[config.mk]
export PLATFORM = sky130hd
export DESIGN_NAME = combinational_multi_cycle_mult
export DESIGN_NICKNAME = d
export VERILOG_FILES = /design/src/rtl/mult_pkg.sv /design/src/rtl/mult_pp_step.sv /design/src/rtl/combinational_multi_cycle_mult.sv
export SDC_FILE = /design/constraint.sdc
export NUM_CORES = 1
export LEC_CHECK = 0
export BUFFER_PORTS_ARGS = -buffer_cell sky130_fd_sc_hd__buf_4
export CAP_MARGIN = 20
export CORE_ASPECT_RATIO = 1.4
export CORE_MARGIN = 5
export CORE_UTILIZATION = 65
export CTS_CLUSTER_SIZE = 28
export DETAILED_ROUTE_END_ITERATION = 6
export GPL_TIMING_DRIVEN = 1
export PLACE_DENSITY_LB_ADDON = 0.2
export SYNTH_ARGS = -nofsm -noshare
export SYNTH_HDL_FRONTEND = slang
export SYNTH_HIERARCHICAL = 1
export SYNTH_SLANG_ARGS = --single-unit
export TNS_END_PERCENT = 1
[constraint.sdc]
create_clock -name clk -period 8.4 [get_ports clk]
set_clock_uncertainty 0.05 [all_clocks]
set_input_delay 1.68 -clock clk [delete_from_list [all_inputs] [get_ports clk]]
set_output_delay 1.68 -clock clk [all_outputs]
set_load 0.03 [all_outputs]
[src/rtl/mult_pkg.sv]
// Shared definitions for the multi-cycle shift-add multiplier.
//   state_t   : controller states (IDLE accepts, BUSY iterates, DONE presents)
//   num_steps : number of BUSY iterations for a given operand width and
//               number of multiplier bits retired per iteration
package mult_pkg;

    typedef enum logic [1:0] {
        ST_IDLE = 2'd0,
        ST_BUSY = 2'd1,
        ST_DONE = 2'd2
    } state_t;

    function automatic int unsigned num_steps(input int unsigned width,
                                              input int unsigned bits_per_cycle);
        return (bits_per_cycle == 0) ? 0 : width / bits_per_cycle;
    endfunction

endpackage

[src/rtl/mult_pp_step.sv]
// One iteration of the shift-add multiplier (purely combinational).
//   acc      : running 2*WIDTH-bit partial sum
//   mcand    : multiplicand magnitude
//   bits     : the BITS_PER_CYCLE multiplier bits retired this iteration
//   step     : iteration index; positions the multiplicand at step*BITS_PER_CYCLE
//   acc_next : acc plus every selected, shifted multiplicand copy
module mult_pp_step #(
    parameter int unsigned WIDTH          = 8,
    parameter int unsigned BITS_PER_CYCLE = 1,
    parameter int unsigned STEP_W         = 4
) (
    input  logic [2*WIDTH-1:0]        acc,
    input  logic [WIDTH-1:0]          mcand,
    input  logic [BITS_PER_CYCLE-1:0] bits,
    input  logic [STEP_W-1:0]         step,
    output logic [2*WIDTH-1:0]        acc_next
);

    logic [2*WIDTH-1:0] mcand_ext;
    int unsigned        shamt;

    always_comb begin
        shamt     = 32'(step) * BITS_PER_CYCLE;
        mcand_ext = {{WIDTH{1'b0}}, mcand} << shamt;
        acc_next  = acc;
        for (int unsigned i = 0; i < BITS_PER_CYCLE; i++) begin
            if (bits[i]) begin
                acc_next = acc_next + (mcand_ext << i);
            end
        end
    end

endmodule

[src/rtl/combinational_multi_cycle_mult.sv]
// Multi-cycle shift-add multiplier, signed or unsigned, with valid/ready
// handshakes on both sides.
//   clk, rst          : rising-edge clock, asynchronous active-high reset
//   in_valid/in_ready : operand handshake; in_ready is high only in IDLE
//   in1, in2          : multiplier / multiplicand (WIDTH bits)
//   signed_mode       : 1 = two's-complement operands, captured with them
//   out_valid/out_ready : product handshake; out_valid is high only in DONE
//   out               : 2*WIDTH-bit exact product, held until taken
module combinational_multi_cycle_mult
    import mult_pkg::*;
#(
    parameter int unsigned WIDTH          = 8,
    parameter int unsigned BITS_PER_CYCLE = 1
) (
    input  logic                 clk,
    input  logic                 rst,
    input  logic                 in_valid,
    output logic                 in_ready,
    input  logic [WIDTH-1:0]     in1,
    input  logic [WIDTH-1:0]     in2,
    input  logic                 signed_mode,
    output logic                 out_valid,
    input  logic                 out_ready,
    output logic [2*WIDTH-1:0]   out
);

    localparam int unsigned N_STEPS = num_steps(WIDTH, BITS_PER_CYCLE);
    localparam int unsigned STEP_W  = $clog2(N_STEPS + 1);
    localparam int unsigned PW      = 2 * WIDTH;

    if (WIDTH < 2 || WIDTH > 64 || BITS_PER_CYCLE < 1 || BITS_PER_CYCLE > WIDTH ||
        (WIDTH % BITS_PER_CYCLE) != 0) begin : g_param_check
        $error("combinational_multi_cycle_mult: illegal WIDTH/BITS_PER_CYCLE");
    end

    state_t              state;
    logic [PW-1:0]       acc;
    logic [PW-1:0]       acc_next;
    logic [WIDTH-1:0]    mcand;
    logic [WIDTH-1:0]    mplier;
    logic [WIDTH-1:0]    mag1;
    logic [WIDTH-1:0]    mag2;
    logic [STEP_W-1:0]   count;
    logic                negate;

    // Magnitudes are WIDTH-bit unsigned, so the most negative value maps to
    // 2^(WIDTH-1) exactly.
    always_comb begin
        mag1 = (signed_mode && in1[WIDTH-1]) ? (~in1 + WIDTH'(1)) : in1;
        mag2 = (signed_mode && in2[WIDTH-1]) ? (~in2 + WIDTH'(1)) : in2;
    end

    mult_pp_step #(
        .WIDTH          (WIDTH),
        .BITS_PER_CYCLE (BITS_PER_CYCLE),
        .STEP_W         (STEP_W)
    ) u_pp_step (
        .acc      (acc),
        .mcand    (mcand),
        .bits     (mplier[BITS_PER_CYCLE-1:0]),
        .step     (count),
        .acc_next (acc_next)
    );

    // BUSY runs N accumulate iterations; the cycle after the last one applies
    // the sign correction into the output register and enters DONE, giving
    // out_valid N+1 edges after acceptance regardless of operand values.
    always_ff @(posedge clk or posedge rst) begin
        if (rst) begin
            state     <= ST_IDLE;
            in_ready  <= 1'b1;
            out_valid <= 1'b0;
            out       <= '0;
            acc       <= '0;
            count     <= '0;
            mcand     <= '0;
            mplier    <= '0;
            negate    <= 1'b0;
        end else begin
            case (state)
                ST_IDLE: begin
                    if (in_valid && in_ready) begin
                        mplier   <= mag1;
                        mcand    <= mag2;
                        negate   <= signed_mode & (in1[WIDTH-1] ^ in2[WIDTH-1]);
                        acc      <= '0;
                        count    <= '0;
                        in_ready <= 1'b0;
                        state    <= ST_BUSY;
                    end
                end
                ST_BUSY: begin
                    if (count == STEP_W'(N_STEPS)) begin
                        out       <= negate ? (~acc + PW'(1)) : acc;
                        out_valid <= 1'b1;
                        state     <= ST_DONE;
                    end else begin
                        acc    <= acc_next;
                        mplier <= mplier >> BITS_PER_CYCLE;
                        count  <= count + STEP_W'(1);
                    end
                end
                ST_DONE: begin
                    if (out_valid && out_ready) begin
                        out_valid <= 1'b0;
                        in_ready  <= 1'b1;
                        state     <= ST_IDLE;
                    end
                end
                default: begin
                    state     <= ST_IDLE;
                    in_ready  <= 1'b1;
                    out_valid <= 1'b0;
                end
            endcase
        end
    end

endmodule

; Yosys cells after proc, flatten, opt, wreduce, memory -nomap -nowiden
; Cells that the tools add are included.
[totals]
ff_bits = 57
input_bits = 21
out_inout_bits = 18
[classes]
addsub = 5
n_eq_ne = 8
shift = 1
muxes = 23
bitwise = 7
reduce_logical = 13
[ops]
columns = op, n
row1 = $mux 16, 4
row2 = $mux 8, 4
row3 = $pmux 16 s2, 1
row4 = $add 16x1->16 const B, 1
row5 = $add 16x16->16, 1
row6 = $add 8x1->8 const B, 2
row7 = $not 16->16, 1
row8 = $not 8->8, 2
row9 = $pmux 8 s2, 1
row10 = $shl 8x4->16, 1
row11 = $reduce_and 3->1, 4
row12 = $ne 2x2->1 const B, 5
row13 = $mux 4, 2
row14 = $pmux 4 s2, 1
row15 = $mux 2, 3
row16 = $pmux 1 s3, 2
row17 = $pmux 2 s3, 1
row18 = $add 4x1->4 const B, 1
row19 = $eq 4x4->1 const B, 1
row20 = $logic_and 1x1->1, 4
row21 = $mux 1, 4
row22 = $reduce_and 2->1, 2
row23 = $reduce_and 4->1, 1
row24 = $eq 2x1->1 const B, 1
row25 = other kinds (6), 7

; Logic depth before layout (Yosys ltp)
; Gate-level depths: netlist (run 1).
[depth]
word_depth = 5
mapped_depth = 15
depth_no_buf = 14

; By module
; The synthesis (run 1) kept the hierarchy.
[by_module_without_submodules]
columns = module, n_inst, cells_each, area_each_um2, seq_area_each_um2
row1 = combinational_multi_cycle_mult, 1, 284, 2797.7, 1427.6
row2 = mult_pp_step, 1, 180, 1306.3, 0.0

; Least setup slack after synthesis (run 1)
; Ideal clock, no wire load.
[synth_timing]
path_type = register -> register
startpoint = register count[0]
endpoint = register acc[14]
arrival_time_ns = 3.084
path_slack_ns = 5.145
stages_incl_launch_ff = 14
n_path_buf = 1
period_less_slack_ns = 3.255
path_cell_list = dfrtp_1 buf_6 mux4_2 nand2_1 o21ai_0 and2_1 ha_1 o21a_1 o21ai_0 nand2b_1 and4_1 or4_1 a31o_1 a22o_1
[synth_via]
elab_chain_cells = 5
word_cells_on_any_way = 8
cone_classes = add/sub (1) / eq/ne (2) / shift (1) / mux (3) / reduce/logical (1)
[synth_lines]
columns = item, line
row1 = "start, declared", combinational_multi_cycle_mult.sv:43  ; logic [STEP_W-1:0] count;
row2 = "start signal, assigned", combinational_multi_cycle_mult.sv:100  ; count <= count + STEP_W'(1);
row3 = $shl 8x4->16, mult_pp_step.sv:24  ; mcand_ext = {{WIDTH{1'b0}}, mcand} << shamt;
row4 = $add 16x16->16, mult_pp_step.sv:28  ; acc_next = acc_next + (mcand_ext << i);
row5 = $mux 16, mult_pp_step.sv:27  ; if (bits[i]) begin
row6 = via acc_next[14], combinational_multi_cycle_mult.sv:38  ; logic [PW-1:0] acc_next;
row7 = $mux 16, combinational_multi_cycle_mult.sv:93  ; if (count == STEP_W'(N_STEPS)) begin
row8 = $pmux 16 s2, combinational_multi_cycle_mult.sv:80  ; case (state)
row9 = "end signal, assigned", combinational_multi_cycle_mult.sv:98  ; acc <= acc_next;
row10 = "end, declared", combinational_multi_cycle_mult.sv:37  ; logic [PW-1:0] acc;
; The timed path passes the listed nets, and every way through them passes these cells. The select of a mux whose other input is x is not followed.
; A chain may end at the register's enable or synchronous reset.

; Worst setup path after layout (run 1)
; Ends and elaborated chain as after synthesis.

==> results of run 1 <==
critical path: cells and delay by family, from the launching register on:
kind	cells	cell delay, ns
AOI/OAI and AO/OA	6	1.14
adders and majority gates	1	0.37
DFF	1	0.70
muxes	1	0.42
and+or+nand+nor	5	0.92
cell type report:
type	count	area (um^2)	share of cell area [%]
multi-input cells	362	2470	53.9
flip-flops and latches	57	1430	31.1
repair buffers	43	330	7.19
clock buffers	9	124	2.70
inverters	25	93.8	2.04
well taps	72	90.1	1.96
clock inverters	7	53.8	1.17
state kept, by name, summed over array words and instances (netlist names):
register / flops
acc: 16
count: 4
in_ready: 1
mcand: 8
mplier: 8
negate: 1
out: 16
out_valid: 1
state: 2
kinds of logic (layout without fill, tap and decap cells):
logic type	after synthesis	count (layout)	synth area share, %
AOI/OAI and AO/OA	144	144	22.8
and+or+nand+nor	133	133	15.2
DFF	57	57	34.8
buffers and inverters	45	84	4.94
xor gates and xnor gates	37	37	7.90
muxes	27	27	7.74
adders and majority gates	21	21	6.59
final timing paths:
kind	slack, ns	start	depth (start not counted)	endpoint
worst min-delay path	0.44	mplier[1]	2	mplier[1]
min in group asynchronous	1.47	rst	3	out[6]
worst max-delay path	4.68	count[0]	13	acc[14]
worst min register to register	0.44	mplier[1]	2	mplier[1]
worst max register to register	4.68	count[0]	13	acc[14]
max in group asynchronous	6.35	rst	3	count[2]
cells in the final DEF (no fill, tap or decap), types with 3 or more instances in the layout:
cell type / Yosys / final
a211oi_1: 4 / 4
a21o_1: 7 / 7
a21oi_1: 42 / 42
a22o_1: 12 / 12
a31oi_1: 8 / 8
and2_1: 6 / 6
buf_4: 0 / 42
clkbuf_8: 1 / 9
clkinvlp_4: 0 / 3
dfrtp_1: 56 / 56
ha_1: 20 / 20
inv_1: 22 / 21
mux2_2: 14 / 14
mux2i_1: 10 / 10
nand2_1: 39 / 39
nand3_1: 13 / 13
nor2_1: 42 / 42
nor2b_1: 5 / 5
nor3_1: 8 / 8
o21a_1: 3 / 3
o21ai_0: 24 / 24
o21ai_1: 8 / 8
o22ai_1: 6 / 6
o31ai_1: 7 / 7
o41ai_1: 4 / 4
or3_1: 4 / 4
xnor2_1: 15 / 15
xor2_1: 22 / 22
power groups by stage:
stage | sequential (mW) | clock, mW | combinational (mW)
4_1_cts | 0.548 | 0.232 | 1.19
6_report | 0.548 | 0.227 | 1.21
2_1_floorplan | 0.550 | 0 | 0.887
3_5_place_dp | 0.553 | 0 | 1.17
3_3_place_gp | 0.545 | 0 | 1.14
5_1_grt | 0.571 | 0.249 | 1.32
per-layer routing:
metal | vias up | global-route usage [%]
met4 | 0 | 13.3
met2 | 120 | 41.3
met5 | - | 0
li1 | 1748 | -
met1 | 1701 | 26.2
met3 | 36 | 5.11
through the flow:
stage               instance area (um^2)  total power [mW]
floorplan                           4100              1.44
global placement                    4400              1.69
detailed placement                  4400              1.73
CTS                                 4580              1.97
global route                        4590              2.14
finish                              4590              1.98
==> out/results.ini, run 1 <==
[clock_tree]
clk_pin_slew_ns=0.07
htreeDepth=3
cts_resized=0
clkSinkCount=57
clock_path_buffers=2
hold_buffers=0
cts_tree=done
cts_buffers=9
clock_latency_ns=0.35
cts-root-buf=clkbuf_8
post_cts.repair.setup_buffers=0

[logic_synthesis]
syn-cell-area_um2=4100
synth.top_cell.area_share_pct=34.1
yosysMostFrequentCell=dfrtp_1
synth_edf_count=0
ys_seq_area_share_pct=34.8
synth_top_area_cell=dfrtp_1
synth_area_per_cell_um2=8.84
synthArstFlopShare_pct=100
ys_ff_latch=57
synthTopCellsByArea=dfrtp_1 34%, ha_1 6.1%, a21oi_1 5.1%
yosysWarnings=6
netlist_instances=464
synth_cell_types=65
syn-num-nets=506
synth_ff_type=dfrtp_1
ys_top_cells_by_count=56 x dfrtp_1, 42 x a21oi_1, 42 x nor2_1

[timing]
fin_crit_ns=3.72
setup_tns_ns=0
hold_ws_ns=0.440
fin_ws_ns=4.68
fmax_mhz=269
setup_viol=0
finalHoldViolations=0
maxSlewHeadroom_pct=52.7
period_share_pct=44.3
final_max_slew_viol_count=0
rsz0062_at_grt=no
worstMarginPinSlew_ns=0.709

[grt]
track_usage_pct=23.7
grt_antenna_before_repair=0
grt_max_degree=58
grt_pass1_wl_mm=15.8
overflow=0
first_global_vias=3539

[drt]
antenna_left=0
drc=0
drt-initial-drc-count=191
top_layer_used=met4
met2WireLength_mm=4.90
drtPass1Iterations=5
wl_met3_um=397
wl_met1_mm=3.53
vias=3605
post_drt_wl_per_cell_um=16.1
viasPerCell=6.27
routed_wl_mm=9.25

[die]
ios=39
row_count=34
core-area_um2=6170
die_x_um=77.2
start_util_pct=66.5
dieArea_um2=8030
die_y_um=104

[power_and_ir_drop]
leakage_nw=2.13
power_frac_clock_pct=11.5
p_int_mw=1.02
power.density_nw_per_um2=432
seq_power_share_pct=27.7
p_sw_share_pct=48.6
p_comb_share_pct=60.9
vdd_drop_max_v=0.000218
p_sw_mw=0.963

[setup_path]
start_kind=flop
end_kind=flop
cpPeakStageDelay_ns=0.70
path_class=reg2reg
crit_required_ns=8.57
path_cells=mux2_2 > nor2_1 > a21oi_1 > a21oi_1 > nor2_1 > ha_1 > o21a_1 > o21ai_0 > nand2b_1 > and4_1 > or4_1 > a31o_1 > a22o_1
slowest_stage=dfrtp_1
arrival_ns=3.89
crit_fanout=15

[final_layout]
fin_cells=575
num_antenna_cells=0
area_delta_synth_final_pct=11.9
drive_gt1_share_pct=17.3
postLayoutCoreUtil_pct=74.5
final_nets=540
fill_cells=480

[placed_design]
port_buffers=38
hpwl_mm=6.99
gp_congestion=0.993
pre_cts_slack_ns=4.77
dp.cells=558

[status]
status=finished clean

[run]
maxCapViolCount=0

[min_path]
holdCritPathClass=reg2reg

Note: power is estimated with default switching activity, not from simulation.
==> run 2, diff against run 1 <==
Settings changed: CORE_UTILIZATION 65 to 54.
Clock period 8.4 ns to 3 ns, I/O delays scaled along.
==> run 2 against run 1 <==
  * The run now ends with setup timing left
  * Final cell count is 14% higher
  * Sequential share of layout area is 4.2 points lower
  * Final area is 16% higher
  * Non-clock buffer count is 54 higher
  * Critical endpoint unchanged
==> out/results.ini, run 2 (synthesis gave the netlist of run 1 again) <==
[timing]
worstMarginPinSlew_ns=0.791  ; was 0.709 ns
final_max_slew_viol_count=0  ; unchanged
finalHoldViolations=0  ; unchanged
fin_crit_ns=3.27  ; was 3.72 ns
fmax_mhz=306  ; was 269 MHz
setup_tns_ns=-1.19  ; was 0 ns
setup_viol=7  ; was 0
rsz0062_at_grt=yes  ; was no
fin_ws_ns=-0.267  ; was 4.68 ns
maxSlewHeadroom_pct=47.3  ; was 52.7%
period_share_pct=109  ; was 44.3%

[setup_path]
path_cells=buf_6 > mux2i_1 > or3_1 > a31oi_2 > ha_1 > a2111oi_4 > o21ai_2 > and4_1 > or4_1 > a31o_1 > a22o_1  ; was mux2_2 > nor2_1 > a21oi_1 > a21oi_1 > nor2_1 > ha_1 > o21a_1 > o21ai_0 > nand2b_1 > and4_1 > or4_1 > a31o_1 > a22o_1
start_kind=flop  ; unchanged
slowest_stage=dfrtp_2  ; was dfrtp_1
arrival_ns=3.45  ; was 3.89 ns
critPathBufInv=1  ; was 0
end_kind=flop  ; unchanged
cpPeakStageDelay_ns=0.43  ; was 0.70 ns
rr_startpoint=count[0]  ; unchanged
crit_fanout=6  ; was 15
path_class=reg2reg  ; unchanged
cp_top_family=compound AO/OA/AOI/OAI gates  ; unchanged
crit_required_ns=3.18  ; was 8.57 ns
cp-startpoint=count[0]  ; unchanged

[final_layout]
postLayoutCoreUtil_pct=71.8  ; was 74.5%
fill_cells=581  ; was 480
final_common_cell=buf_4  ; was dfrtp_1
final_cell_mix=91 x buf_4, 55 x dfrtp_1, 40 x nor2_1  ; was 56 x dfrtp_1, 42 x nor2_1, 42 x a21oi_1, 42 x buf_4, 39 x nand2_1
final_nets=594  ; was 540
area_delta_synth_final_pct=29.6  ; was 11.9%
reg_top3=acc: 16 flops, out: 16 flops  ; unchanged
final_cell_area_um2=5320  ; was 4590 um^2
drive_gt1_share_pct=33.2  ; was 17.3%
num_antenna_cells=0  ; unchanged

[clock_tree]
clock_latency_ns=0.34  ; was 0.35 ns
cts-root-buf=clkbuf_8  ; unchanged
cts_tree=done  ; unchanged
clock_path_buffers=2  ; unchanged
cts_buffers=9  ; unchanged
clkSinkCount=57  ; unchanged
htreeDepth=3  ; unchanged
clk_pin_slew_ns=0.08  ; was 0.07 ns

[die]
ios=39  ; unchanged
dieArea_um2=9470  ; was 8030 um^2
core-area_um2=7410  ; was 6170 um^2
die_y_um=113  ; was 104 um
die_x_um=83.7  ; was 77.2 um
start_util_pct=55.4  ; was 66.5%
row_count=37  ; was 34

[power_and_ir_drop]
leakage_nw=2.45  ; was 2.13 nW
p_comb_share_pct=69.3  ; was 60.9%
seq_power_share_pct=21.4  ; was 27.7%
p_sw_mw=3.15  ; was 0.963 mW
power.density_nw_per_um2=1310  ; was 432 nW/um^2
p_int_mw=3.80  ; was 1.02 mW
vdd_drop_max_v=0.000541  ; was 0.000218 V
power_frac_clock_pct=9.3  ; was 11.5%
p_sw_share_pct=45.3  ; was 48.6%

[grt]
track_usage_pct=22.1  ; was 23.7%
overflow=0  ; unchanged
grt_max_degree=50  ; was 58
grt_pass1_wl_mm=17.2  ; was 15.8 mm
first_global_vias=3755  ; was 3,539
grt_antenna_before_repair=0  ; unchanged

[placed_design]
port_buffers=38  ; unchanged
hpwl_mm=7.75  ; was 6.99 mm
pre_cts_slack_ns=-0.379  ; was 4.77 ns
gp_congestion=1.01  ; was 0.993
postPlaceCellArea_um2=4850  ; was 4400 um^2

[drt]
antenna_left=0  ; unchanged
vias=3753  ; was 3,605
drtPass1Iterations=4  ; was 5
drc=0  ; unchanged
post_drt_wl_per_cell_um=16.0  ; was 16.1 um
drt-initial-drc-count=153  ; was 191
routed_wl_mm=10.4  ; was 9.25 mm
viasPerCell=5.74  ; was 6.27

[status]
violations=setup timing
status=complete, but fails checks  ; was finished clean

[run]
maxCapViolCount=0  ; unchanged

[min_path]
holdCritPathClass=in2async  ; was reg2reg

==> run 2: cell count changes in the layout (fill, tap and decap cells not counted), sizes merged <==
cell / previous run / this run
buf: 43 / 97
clkbuf: 9 / 10
clkinv: 4 / 3
clkinvlp: 3 / 4
inv: 25 / 24
==> run 2: routing by layer <==
| layer | part of all wire, % | vias to the layer above | track usage (%) |
|---|---|---|---|
| met5 | 0 | - | 0 |
| met4 | 2.7 | 0 | 8.69 |
| met3 | 3.6 | 24 | 3.42 |
| met2 | 56 | 86 | 43.2 |
| met1 | 38 | 1794 | 23.4 |
| li1 | - | 1849 | - |
==> run 2: power groups by stage <==
stage	sequential [mW]	clock, mW	combinational, mW
floorplan	1.54	0	2.59
detailed placement	1.49	0	4.13
CTS	1.49	0.658	4.39
global route	1.55	0.701	5.24
global placement	1.47	0	4.05
finish	1.48	0.648	4.82
==> run 2: worst paths after layout <==
path                                   to  slack (ns)  cells after the start
worst max-delay path              acc[14]       -0.27                     11
worst min-delay path            mplier[3]        0.12                      2
worst max register to register    acc[14]       -0.27                     11
worst min register to register  mplier[4]        0.44                      2
max in group asynchronous        in_ready        2.21                      3
min in group clk                 mcand[0]        0.44                      2
==> run 2: per-stage QoR <==
step / instances / power, mW / hold WS (ns)
2_1_floorplan: 464 / 4.13 / 0.395
3_3_place_gp: 633 / 5.52 / 0.415
3_5_place_dp: 633 / 5.61 / 0.426
4_1_cts: 651 / 6.53 / 0.116
5_1_grt: 654 / 7.49 / 0.118
6_report: 654 / 6.95 / 0.120
==> run 2: final cells by class <==
| type | instances | area [um^2] | share of cell area (%) |
|---|---|---|---|
| inverter | 25 | 93.8 | 1.76 |
| timing repair buffer | 97 | 768 | 14.4 |
| tap | 97 | 121 | 2.28 |
| clock buffer | 10 | 138 | 2.59 |
| clock inverter | 6 | 43.8 | 0.824 |
| sequential | 57 | 1430 | 26.9 |
| multi-input combinational | 362 | 2720 | 51.2 |
==> run 2: repair_timing <==
item,in CTS,in global routing
pin swaps,7,15
hold endpoints to repair,0,0
gates resized for setup,27,32
hold buffers,0,0
setup endpoints to repair,11,11
setup buffers,2,3
==> run 3, diff against run 2 <==
Settings changed: TNS_END_PERCENT 1 to 30.
==> run 3 against run 2 <==
  * The flow still finishes with violations (setup timing)
  * First-iteration DRC count increased by 1.3%
  * Non-clock buffer count unchanged
  * Register-to-register slack improved by 0.02 ns
  * Die area unchanged
  * Fmax increased by 0.76%
==> out/results.ini, run 3 (synthesis gave the netlist of run 1 again) <==
[min_path]
holdCritPathClass=in2async  ; unchanged

[grt]
grt_max_degree=50  ; unchanged
gr-usage-met2_pct=43.8  ; was 43.2%
grt_antenna_before_repair=0  ; unchanged
use_met3_pct=3.57  ; was 3.42%
track_usage_pct=22.6  ; was 22.1%
overflow=0  ; unchanged
grtUsageMet1_pct=24.0  ; was 23.4%
grt_busiest_layer=met2  ; unchanged
grt_pass1_wl_mm=17.5  ; was 17.2 mm
first_global_vias=3765  ; was 3,755

[setup_path]
path_cells=buf_6 > mux4_2 > nand2_2 > o21ai_2 > and2_4 > ha_4 > a2111oi_4 > o21ai_2 > and4_1 > or4_1 > a31o_1 > a22o_1  ; was buf_6 > mux2i_1 > or3_1 > a31oi_2 > ha_1 > a2111oi_4 > o21ai_2 > and4_1 > or4_1 > a31o_1 > a22o_1
regToRegSetupSlack_ns=-0.24  ; was -0.27 ns
cpPeakStageDelay_ns=0.53  ; was 0.43 ns
r2r_cells=12  ; was 11
rr_startpoint=count[0]  ; unchanged
start_kind=flop  ; unchanged
crit_top_cell=o21ai_2
crit-reg2reg-capture=acc[14]  ; unchanged
crit_required_ns=3.19  ; was 3.18 ns
crit_fanout=8  ; was 6
arrival_ns=3.43  ; was 3.45 ns
slowest_stage=mux4_2  ; was dfrtp_2
end_kind=flop  ; unchanged
path_class=reg2reg  ; unchanged

[clock_tree]
clk_pin_slew_ns=0.08  ; about the same
clock_path_buffers=2  ; unchanged
clkSinkCount=57  ; unchanged
clock_latency_ns=0.35  ; was 0.34 ns
cts_tree=done  ; unchanged
cts-root-buf=clkbuf_8  ; unchanged
hold_buffers=0  ; unchanged
htreeDepth=3  ; unchanged
cts_buffers=9  ; unchanged

[timing]
fin_ws_ns=-0.242  ; was -0.267 ns
period_share_pct=108  ; was 109%
setup_tns_ns=-1.28  ; was -1.19 ns
setup_viol=10  ; was 7
finalHoldViolations=0  ; unchanged
fmax_mhz=308  ; was 306 MHz
maxSlewHeadroom_pct=49.0  ; was 47.3%
worstMarginPinSlew_ns=0.766  ; was 0.791 ns
fin_crit_ns=3.24  ; was 3.27 ns
rsz0062_at_grt=yes  ; unchanged
final_max_slew_viol_count=0  ; unchanged

[final_layout]
final_common_cell=buf_4  ; unchanged
area_delta_synth_final_pct=28.9  ; was 29.6%
final_nets=594  ; unchanged
fill_cells=584  ; was 581
postLayoutCoreUtil_pct=71.4  ; was 71.8%
final_cell_mix=92 x buf_4, 55 x dfrtp_1, 40 x nor2_1  ; was 91 x buf_4, 55 x dfrtp_1, 40 x nor2_1
num_antenna_cells=0  ; unchanged
reg_top3=acc: 16 flops, out: 16 flops  ; unchanged
drive_gt1_share_pct=32.5  ; was 33.2%
fin_cells=654  ; unchanged

[drt]
routed_wl_mm=10.5  ; was 10.4 mm
vias=3760  ; was 3,753
antenna_left=0  ; unchanged
viasPerCell=5.75  ; was 5.74
post_drt_wl_per_cell_um=16.0  ; about the same
drt-initial-drc-count=155  ; was 153
drtPass1Iterations=4  ; unchanged
drc=0  ; unchanged

[placed_design]
gp_congestion=1.01  ; unchanged
dp.cells=633  ; unchanged
port_buffers=38  ; unchanged
pre_cts_slack_ns=-0.379  ; unchanged
hpwl_mm=7.75  ; unchanged

[status]
violations=setup timing  ; unchanged
status=complete, but fails checks  ; unchanged

[power_and_ir_drop]
leakage_nw=2.44  ; was 2.45 nW
power.density_nw_per_um2=1290  ; was 1310 nW/um^2
vdd_drop_max_v=0.000519  ; was 0.000541 V

[die]
die_x_um=83.7  ; unchanged
die_y_um=113  ; unchanged
start_util_pct=55.4  ; unchanged
row_count=37  ; unchanged
ios=39  ; unchanged
dieArea_um2=9470  ; unchanged
core-area_um2=7410  ; unchanged

[run]
maxCapViolCount=0  ; unchanged

-- run 3: cell counts in the layout (fill, tap and decap cells not counted) --
Identical to the previous run, type by type.
-- run 3: cell type report --
class | instances | area (um^2) | area share (%)
Sequential cell | 57 | 1430 | 27.0
Inverter | 25 | 93.8 | 1.77
Multi-Input combinational cell | 362 | 2710 | 51.2
Tap cell | 97 | 121 | 2.29
Clock buffer | 10 | 138 | 2.60
Timing Repair Buffer | 97 | 756 | 14.3
Clock inverter | 6 | 43.8 | 0.828
-- run 3: critical path, delay by kind of cell, from the launching register on --
family                     cells  cell delay (ns)
muxes                          1             0.53
buffers and inverters          1             0.13
AOI/OAI and AO/OA              5             0.96
and+or+nand+nor                4             0.81
adders and majority gates      1             0.18
DFF                            1             0.50
-- run 3: through the flow --
step	cell area (um^2)	total power [mW]	hold WS [ns]
floorplan	4140	4.13	0.395
global placement	4850	5.52	0.415
detailed placement	4850	5.61	0.426
CTS	5170	6.56	0.116
global route	5290	7.36	0.118
finish	5290	6.81	0.116
-- run 3: repair_timing --
item | 4_1_cts | 5_1_grt
setup endpoints to repair | 11 | 11
resized for setup | 33 | 23
gates cloned | 0 | 0
buffers inserted | 3 | 2
pin swaps | 9 | 12
-- run 3: worst max path at each step --
| stage | from | cells after the start | endpoint |
|---|---|---|---|
| after global routing | count[0] | 13 | acc[15] |
| after floorplan | count[0] | 14 | acc[14] |
| final | count[0] | 12 | acc[14] |
| after CTS | count[0] | 12 | acc[14] |
| after detailed placement | count[0] | 13 | acc[14] |
| after global placement | count[0] | 12 | acc[14] |
-- run 3: per-layer routing --
metal	routed length, um	vias to the layer above
met5	0	-
met4	266	0
met3	394	26
met2	5800	85
met1	4020	1798
li1	-	1851
-- run 3: report_power, final --
part,total [mW],internal [mW],switching [mW]
combinational,4.66,2.31,2.36
clock,0.653,0.321,0.332
sequential,1.50,1.08,0.418
total,6.81,3.71,3.10
